### src/rtl/bcd_mmss_timer.sv
// -----------------------------------------------------------------------------
// bcd_mmss_timer
//
// mm:ss up/down timer producing the four BCD digits for a 4-digit seven-segment
// decoder. A prescaler divides the system clock down to a one-second tick.
// Each tick moves the displayed time by one second, either up (stopwatch) or
// down (countdown). Counting stops at 99:59 going up and at 00:00 going down.
//
// Parameters
//   TICK_DIV        clock cycles per one-second tick (>= 2)
//
// Ports
//   clk             system clock, rising edge
//   rst_n           asynchronous active-low reset
//   start           pulse: begin (IDLE/DONE) or resume (PAUSED) counting
//   pause           pulse: freeze count while running
//   clear           pulse: return to 00:00 and IDLE from any state
//   load            pulse: load ld_* digits (IDLE/PAUSED/DONE only)
//   count_down      direction, latched on start from IDLE/DONE (1 = down)
//   ld_second_unit  load value 0-9
//   ld_second_tens  load value 0-5
//   ld_minute_unit  load value 0-9
//   ld_minute_tens  load value 0-9
//   second_unit     BCD seconds units
//   second_tens     BCD seconds tens (0-5)
//   minute_unit     BCD minutes units
//   minute_tens     BCD minutes tens
//   running         high while in RUN
//   done            one-cycle pulse when the terminal value is reached
//   load_err        one-cycle pulse when a load carries an invalid digit
// -----------------------------------------------------------------------------
module bcd_mmss_timer #(
  parameter int unsigned TICK_DIV = 1000
) (
  input  logic       clk,
  input  logic       rst_n,
  input  logic       start,
  input  logic       pause,
  input  logic       clear,
  input  logic       load,
  input  logic       count_down,
  input  logic [3:0] ld_second_unit,
  input  logic [3:0] ld_second_tens,
  input  logic [3:0] ld_minute_unit,
  input  logic [3:0] ld_minute_tens,
  output logic [3:0] second_unit,
  output logic [3:0] second_tens,
  output logic [3:0] minute_unit,
  output logic [3:0] minute_tens,
  output logic       running,
  output logic       done,
  output logic       load_err
);

  localparam int unsigned     PW         = $clog2(TICK_DIV);
  localparam logic [PW-1:0]   PRESC_LAST = PW'(TICK_DIV - 1);
  // Packed time layout: {minute_tens, minute_unit, second_tens, second_unit}
  localparam logic [15:0]     TIME_MAX   = 16'h9959;
  localparam logic [15:0]     TIME_ZERO  = 16'h0000;

  typedef enum logic [1:0] {
    S_IDLE,
    S_RUN,
    S_PAUSED,
    S_DONE
  } state_t;

  state_t        state;
  logic [PW-1:0] presc;
  logic [15:0]   digits;
  logic          dir_down;

  logic [15:0]   ld_value;
  logic          ld_ok;
  logic [15:0]   next_up;
  logic [15:0]   next_down;
  logic [15:0]   next_time;
  logic          next_terminal;
  logic          start_terminal;
  logic          advance;
  logic          tick;

  // One-second increment with carry chain; saturates at 99:59.
  function automatic logic [15:0] bcd_inc(input logic [15:0] v);
    logic [3:0] s0, s1, m0, m1;
    {m1, m0, s1, s0} = v;
    if (v == TIME_MAX) begin
      return v;
    end
    if (s0 != 4'd9) begin
      s0 = s0 + 4'd1;
    end else begin
      s0 = 4'd0;
      if (s1 != 4'd5) begin
        s1 = s1 + 4'd1;
      end else begin
        s1 = 4'd0;
        if (m0 != 4'd9) begin
          m0 = m0 + 4'd1;
        end else begin
          m0 = 4'd0;
          m1 = m1 + 4'd1;
        end
      end
    end
    return {m1, m0, s1, s0};
  endfunction

  // One-second decrement with borrow chain; saturates at 00:00.
  function automatic logic [15:0] bcd_dec(input logic [15:0] v);
    logic [3:0] s0, s1, m0, m1;
    {m1, m0, s1, s0} = v;
    if (v == TIME_ZERO) begin
      return v;
    end
    if (s0 != 4'd0) begin
      s0 = s0 - 4'd1;
    end else begin
      s0 = 4'd9;
      if (s1 != 4'd0) begin
        s1 = s1 - 4'd1;
      end else begin
        s1 = 4'd5;
        if (m0 != 4'd0) begin
          m0 = m0 - 4'd1;
        end else begin
          m0 = 4'd9;
          m1 = m1 - 4'd1;
        end
      end
    end
    return {m1, m0, s1, s0};
  endfunction

  always_comb begin
    ld_value = {ld_minute_tens, ld_minute_unit, ld_second_tens, ld_second_unit};
    ld_ok    = (ld_second_unit <= 4'd9) && (ld_second_tens <= 4'd5) &&
               (ld_minute_unit <= 4'd9) && (ld_minute_tens <= 4'd9);

    next_up       = bcd_inc(digits);
    next_down     = bcd_dec(digits);
    next_time     = dir_down ? next_down : next_up;
    next_terminal = dir_down ? (next_time == TIME_ZERO) : (next_time == TIME_MAX);

    // Terminal check on start uses the direction being latched, not dir_down.
    start_terminal = count_down ? (digits == TIME_ZERO) : (digits == TIME_MAX);

    // In RUN only clear and pause change anything; start/load arriving while
    // running still consume the cycle's priority slot but counting carries on.
    advance = (state == S_RUN) && !clear && !(pause && !load && !start);
    tick    = advance && (presc == PRESC_LAST);
  end

  always_ff @(posedge clk or negedge rst_n) begin
    if (!rst_n) begin
      state    <= S_IDLE;
      presc    <= '0;
      digits   <= '0;
      dir_down <= 1'b0;
      running  <= 1'b0;
      done     <= 1'b0;
      load_err <= 1'b0;
    end else begin
      done     <= 1'b0;
      load_err <= 1'b0;

      if (clear) begin
        digits  <= '0;
        presc   <= '0;
        state   <= S_IDLE;
        running <= 1'b0;
      end else if (load) begin
        if (state != S_RUN) begin
          if (ld_ok) begin
            digits  <= ld_value;
            presc   <= '0;
            state   <= S_IDLE;
            running <= 1'b0;
          end else begin
            load_err <= 1'b1;
          end
        end
      end else if (start) begin
        if (state == S_PAUSED) begin
          // Resume keeps the partial prescaler count and latched direction.
          state   <= S_RUN;
          running <= 1'b1;
        end else if (state != S_RUN) begin
          dir_down <= count_down;
          presc    <= '0;
          if (start_terminal) begin
            state   <= S_DONE;
            running <= 1'b0;
            done    <= 1'b1;
          end else begin
            state   <= S_RUN;
            running <= 1'b1;
          end
        end
      end else if (pause) begin
        if (state == S_RUN) begin
          state   <= S_PAUSED;
          running <= 1'b0;
        end
      end

      if (advance) begin
        if (tick) begin
          presc  <= '0;
          digits <= next_time;
          if (next_terminal) begin
            state   <= S_DONE;
            running <= 1'b0;
            done    <= 1'b1;
          end
        end else begin
          presc <= presc + PW'(1);
        end
      end
    end
  end

  assign second_unit = digits[3:0];
  assign second_tens = digits[7:4];
  assign minute_unit = digits[11:8];
  assign minute_tens = digits[15:12];

endmodule

### config.mk
export PLATFORM = sky130hd
export DESIGN_NAME = bcd_mmss_timer
export DESIGN_NICKNAME = d
export VERILOG_FILES = /design/src/rtl/bcd_mmss_timer.sv
export SDC_FILE = /design/constraint.sdc
export NUM_CORES = 1
export LEC_CHECK = 0
export BUFFER_PORTS_ARGS = -buffer_cell sky130_fd_sc_hd__buf_2
export CAP_MARGIN = 15
export CORE_AREA = 2 2 80 82
export DETAILED_ROUTE_END_ITERATION = 10
export DIE_AREA = 0 0 82 84
export PLACE_DENSITY = 0.64
export SLEW_MARGIN = 20
export SYNTH_ARGS = -nofsm -noshare
export SYNTH_HDL_FRONTEND = slang
export SYNTH_SLANG_ARGS = --single-unit
### constraint.sdc
create_clock -name clk -period 5.29 [get_ports clk]
set_input_delay 1.587 -clock clk [delete_from_list [all_inputs] [get_ports clk]]
set_output_delay 1.587 -clock clk [all_outputs]
set_load 0.03 [all_outputs]
==> reports/metrics.csv <==
metric;value;unit
Synth cell types;61;
final net count;375;
final-report hold violation count;0;
router iterations before antenna repair;5;
setup violators final;0;
Critical Path RT;5.46;ns
Crit path largest cell delay;0.80;ns
Crit. End Element;register;
total power;0.652;mW
layout cell share with drive strength beyond 1;16.1;%
P per Cell Area;221;mW/mm²
status;complete, no violations;
CTS tree;done;
Clock Skew;0.0142;ns
flop2flop setup slack;1.68;ns
post-synthesis mux area share;8.21;%
Setup Fix Bufs, Post-CTS;0;
LEAKAGE;1.32;nW
largest net degree at the start of global routing;33;
Initial DRC Count;186;
Synth Register Bits;32;
cell chain of the critical path;or4_1 > or4_4 > or4_1 > a311oi_2 > nand4_1 > o22a_1 > o21a_1;
Min Hold Slack;0.508;ns
Final WS setup;1.68;ns
Post-synth ARST share;100;%
crit path max fanout;21;
DR vias;2631;
unrepaired setup endpoints after global routing;false;
placed cell count;417;
Synth Area in Simple Gates;27.7;%
syn avg cell area;8.24;µm²
CTS resizes;0;
initial antenna violation count;0;
PortBufs;41;
placed inst area;0.00285;mm²
Top delay family on crit path;simple AND/OR/NAND/NOR gates;
WS Path Type;reg -> reg;
core area;0.00610;mm²
WP data arrival;3.77;ns
hpwl dp;5460;µm
Clock Root Buffer;clkbuf_8;
ant diodes;0;
Clock transition at path regs;0.07;ns
CTS Buf Count;5;
final cell count without fillers;425;
Ys Warns;0;
Fmax achieved;277;MHz
Least-Margin Pin Slew;0.862;ns
Mapped Cells;318;
min-delay worst type;reg -> reg;
row cnt;29;
wirelength, routed;7340;µm
worst skew pair latency;0.29;ns
largest family of logic cells by synthesized area;simple AND/OR/NAND/NOR gates;
routed wire length per instance;17.3;µm
routed vias/inst;6.19;
total grt overflow;0;
htree depth;2;
Net Count, Synth;346;
Final min period;3.61;ns
worst-case clock buffer depth;2;
cts hold-fix bufs;0;
Detail Route Antenna Nets;0;
register area share after synthesis;30.6;%
GRT Overall Usage;22.3;%
slowest stage cell, crit path;or4_1;
xor/xnor share of the synthesized area;2.34;%
Starting Density;43.0;%
max_slew headroom;42.4;%
VDD IR-drop max;0.000234;V
Crit path top cell by count;or4_1;
CP bufs+invs;0;
Post-Synth Adder-Cell Area;2.39;%
post-route setup TNS;0;ns
Main synth FF type;dfrtp_1;
GP Congestion;0.864;
number of enable flip-flop cells after synthesis;0;
number of max-cap violations;0;
# DRC;0;
Layout Utilization;48.4;%
die area;0.00689;mm²
Final period util;68.2;%
Die Width;82;µm
num ports;42;
Cell Area, Synth;0.00262;mm²
Layout area overhead;12.7;%
post-synthesis compound-gate area fraction;24.4;%
design area;0.00295;mm²
die height;84;µm
pre-CTS setup slack;1.56;ns
number of global-route vias before repair;2394;
fin. max-slew vios;0;
Clock Sink Count;32;
first-pass GRT wire length;12000;µm
startpoint types;register;
==> synth_stat cells (2+ instances only) <==
library cell / n / area [µm²]
a22oi_1: 2 / 15.0
inv_1: 9 / 33.8
a21oi_1: 8 / 40.0
and3b_1: 3 / 26.3
nand2b_1: 7 / 43.8
o31ai_1: 5 / 37.5
buf_1: 2 / 7.51
nand2_1: 28 / 105
mux2i_1: 17 / 170
buf_2: 2 / 10.0
ha_1: 5 / 62.6
a211o_1: 2 / 17.5
o21ai_0: 22 / 110
or3b_1: 2 / 17.5
nor2b_1: 6 / 37.5
or4_1: 7 / 52.6
nand3_1: 9 / 45.0
or4b_1: 3 / 30.0
xnor2_1: 2 / 17.5
mux2_2: 2 / 22.5
and3_1: 2 / 12.5
o32ai_1: 5 / 43.8
o211ai_1: 4 / 30.0
o21a_1: 3 / 22.5
nor4_1: 5 / 31.3
clkbuf_1: 14 / 52.6
o21ai_1: 10 / 50.1
nor2_1: 26 / 97.6
nor3b_1: 5 / 37.5
a22o_1: 4 / 35.0
o41ai_1: 2 / 17.5
nor3_1: 10 / 50.1
nand3b_1: 3 / 22.5
o22ai_1: 12 / 75.1
or3_1: 5 / 31.3
dfrtp_1: 32 / 801
nand4_1: 5 / 31.3
xor2_1: 5 / 43.8
==> state kept, by name, indices dropped and copies added, names as in the netlist <==
| signal | cells |
|---|---|
| presc | 10 |
| dir_down | 1 |
| load_err | 1 |
| done | 1 |
| state | 2 |
| running | 1 |
| digits | 16 |
==> per-layer routing <==
metal / share of wire [%] / GRT usage, % / up-vias
li1: - / - / 1272
met1: 44 / 30.3 / 1255
met2: 49 / 36.4 / 90
met3: 4.7 / 3.35 / 14
met4: 1.9 / 6.36 / 0
met5: 0 / 0 / -
==> worst paths after layout <==
kind / end / cells after the start / from
worst min-delay path: presc[9]$_DFFE_PN0P_ / 1 / presc[9]$_DFFE_PN0P_
worst max-delay path: running$_DFF_PN0_ / 7 / digits[0]$_DFF_PN0_
worst min register to register: presc[9]$_DFFE_PN0P_ / 1 / presc[9]$_DFFE_PN0P_
max in group asynchronous: running$_DFF_PN0_ / 1 / rst_n
min in group asynchronous: digits[14]$_DFF_PN0_ / 1 / rst_n
worst max register to register: running$_DFF_PN0_ / 7 / digits[0]$_DFF_PN0_
==> where the power goes <==
| part | switching, mW | leakage, nW | total (mW) | internal (mW) |
|---|---|---|---|---|
| Combinational | 0.0893 | 0.820 | 0.149 | 0.0597 |
| Sequential | 0.0217 | 0.441 | 0.273 | 0.251 |
| Clock | 0.0898 | 0.0552 | 0.229 | 0.140 |
| Total | 0.201 | 1.32 | 0.652 | 0.451 |
==> cells in the final DEF, fill, tap and decap left out, types with 3 or more instances in the layout <==
master / netlist / final
or4_1: 7 / 7
o31ai_1: 5 / 5
nand3_1: 9 / 9
or3_1: 5 / 5
o21ai_0: 22 / 22
nand2_1: 28 / 28
inv_1: 9 / 9
ha_1: 5 / 5
nor3b_1: 5 / 5
nor2b_1: 6 / 6
nor4_1: 5 / 5
nand2b_1: 7 / 7
o32ai_1: 5 / 5
dfrtp_1: 32 / 32
mux2i_1: 17 / 17
nor2_1: 26 / 26
buf_2: 2 / 41
nand4_1: 5 / 5
and3b_1: 3 / 3
a21oi_1: 8 / 8
or4b_1: 3 / 3
o21a_1: 3 / 3
nand3b_1: 3 / 3
o21ai_1: 10 / 10
clkbuf_8: 0 / 5
xor2_1: 5 / 5
o22ai_1: 12 / 12
a22o_1: 4 / 4
o211ai_1: 4 / 4
nor3_1: 10 / 10
==> logic make-up (layout without fill, tap and decap cells) <==
kind of cell,after synthesis,in the layout
compound gates,94,94
xor+xnor,7,7
flops,32,32
fa+ha+maj,5,5
mux,20,20
simple gates,132,132
buf+inv,28,58
==> final cells by class <==
class | instances | area (µm²)
timing repair buffer | 41 | 205
clock inverter | 2 | 35.0
sequential | 32 | 801
fill | 612 | 3140
multi-input combinational | 258 | 1710
tap | 77 | 96.3
inverter | 9 | 33.8
clock buffer | 6 | 72.6
Note: power is estimated with default switching activity, not from simulation.
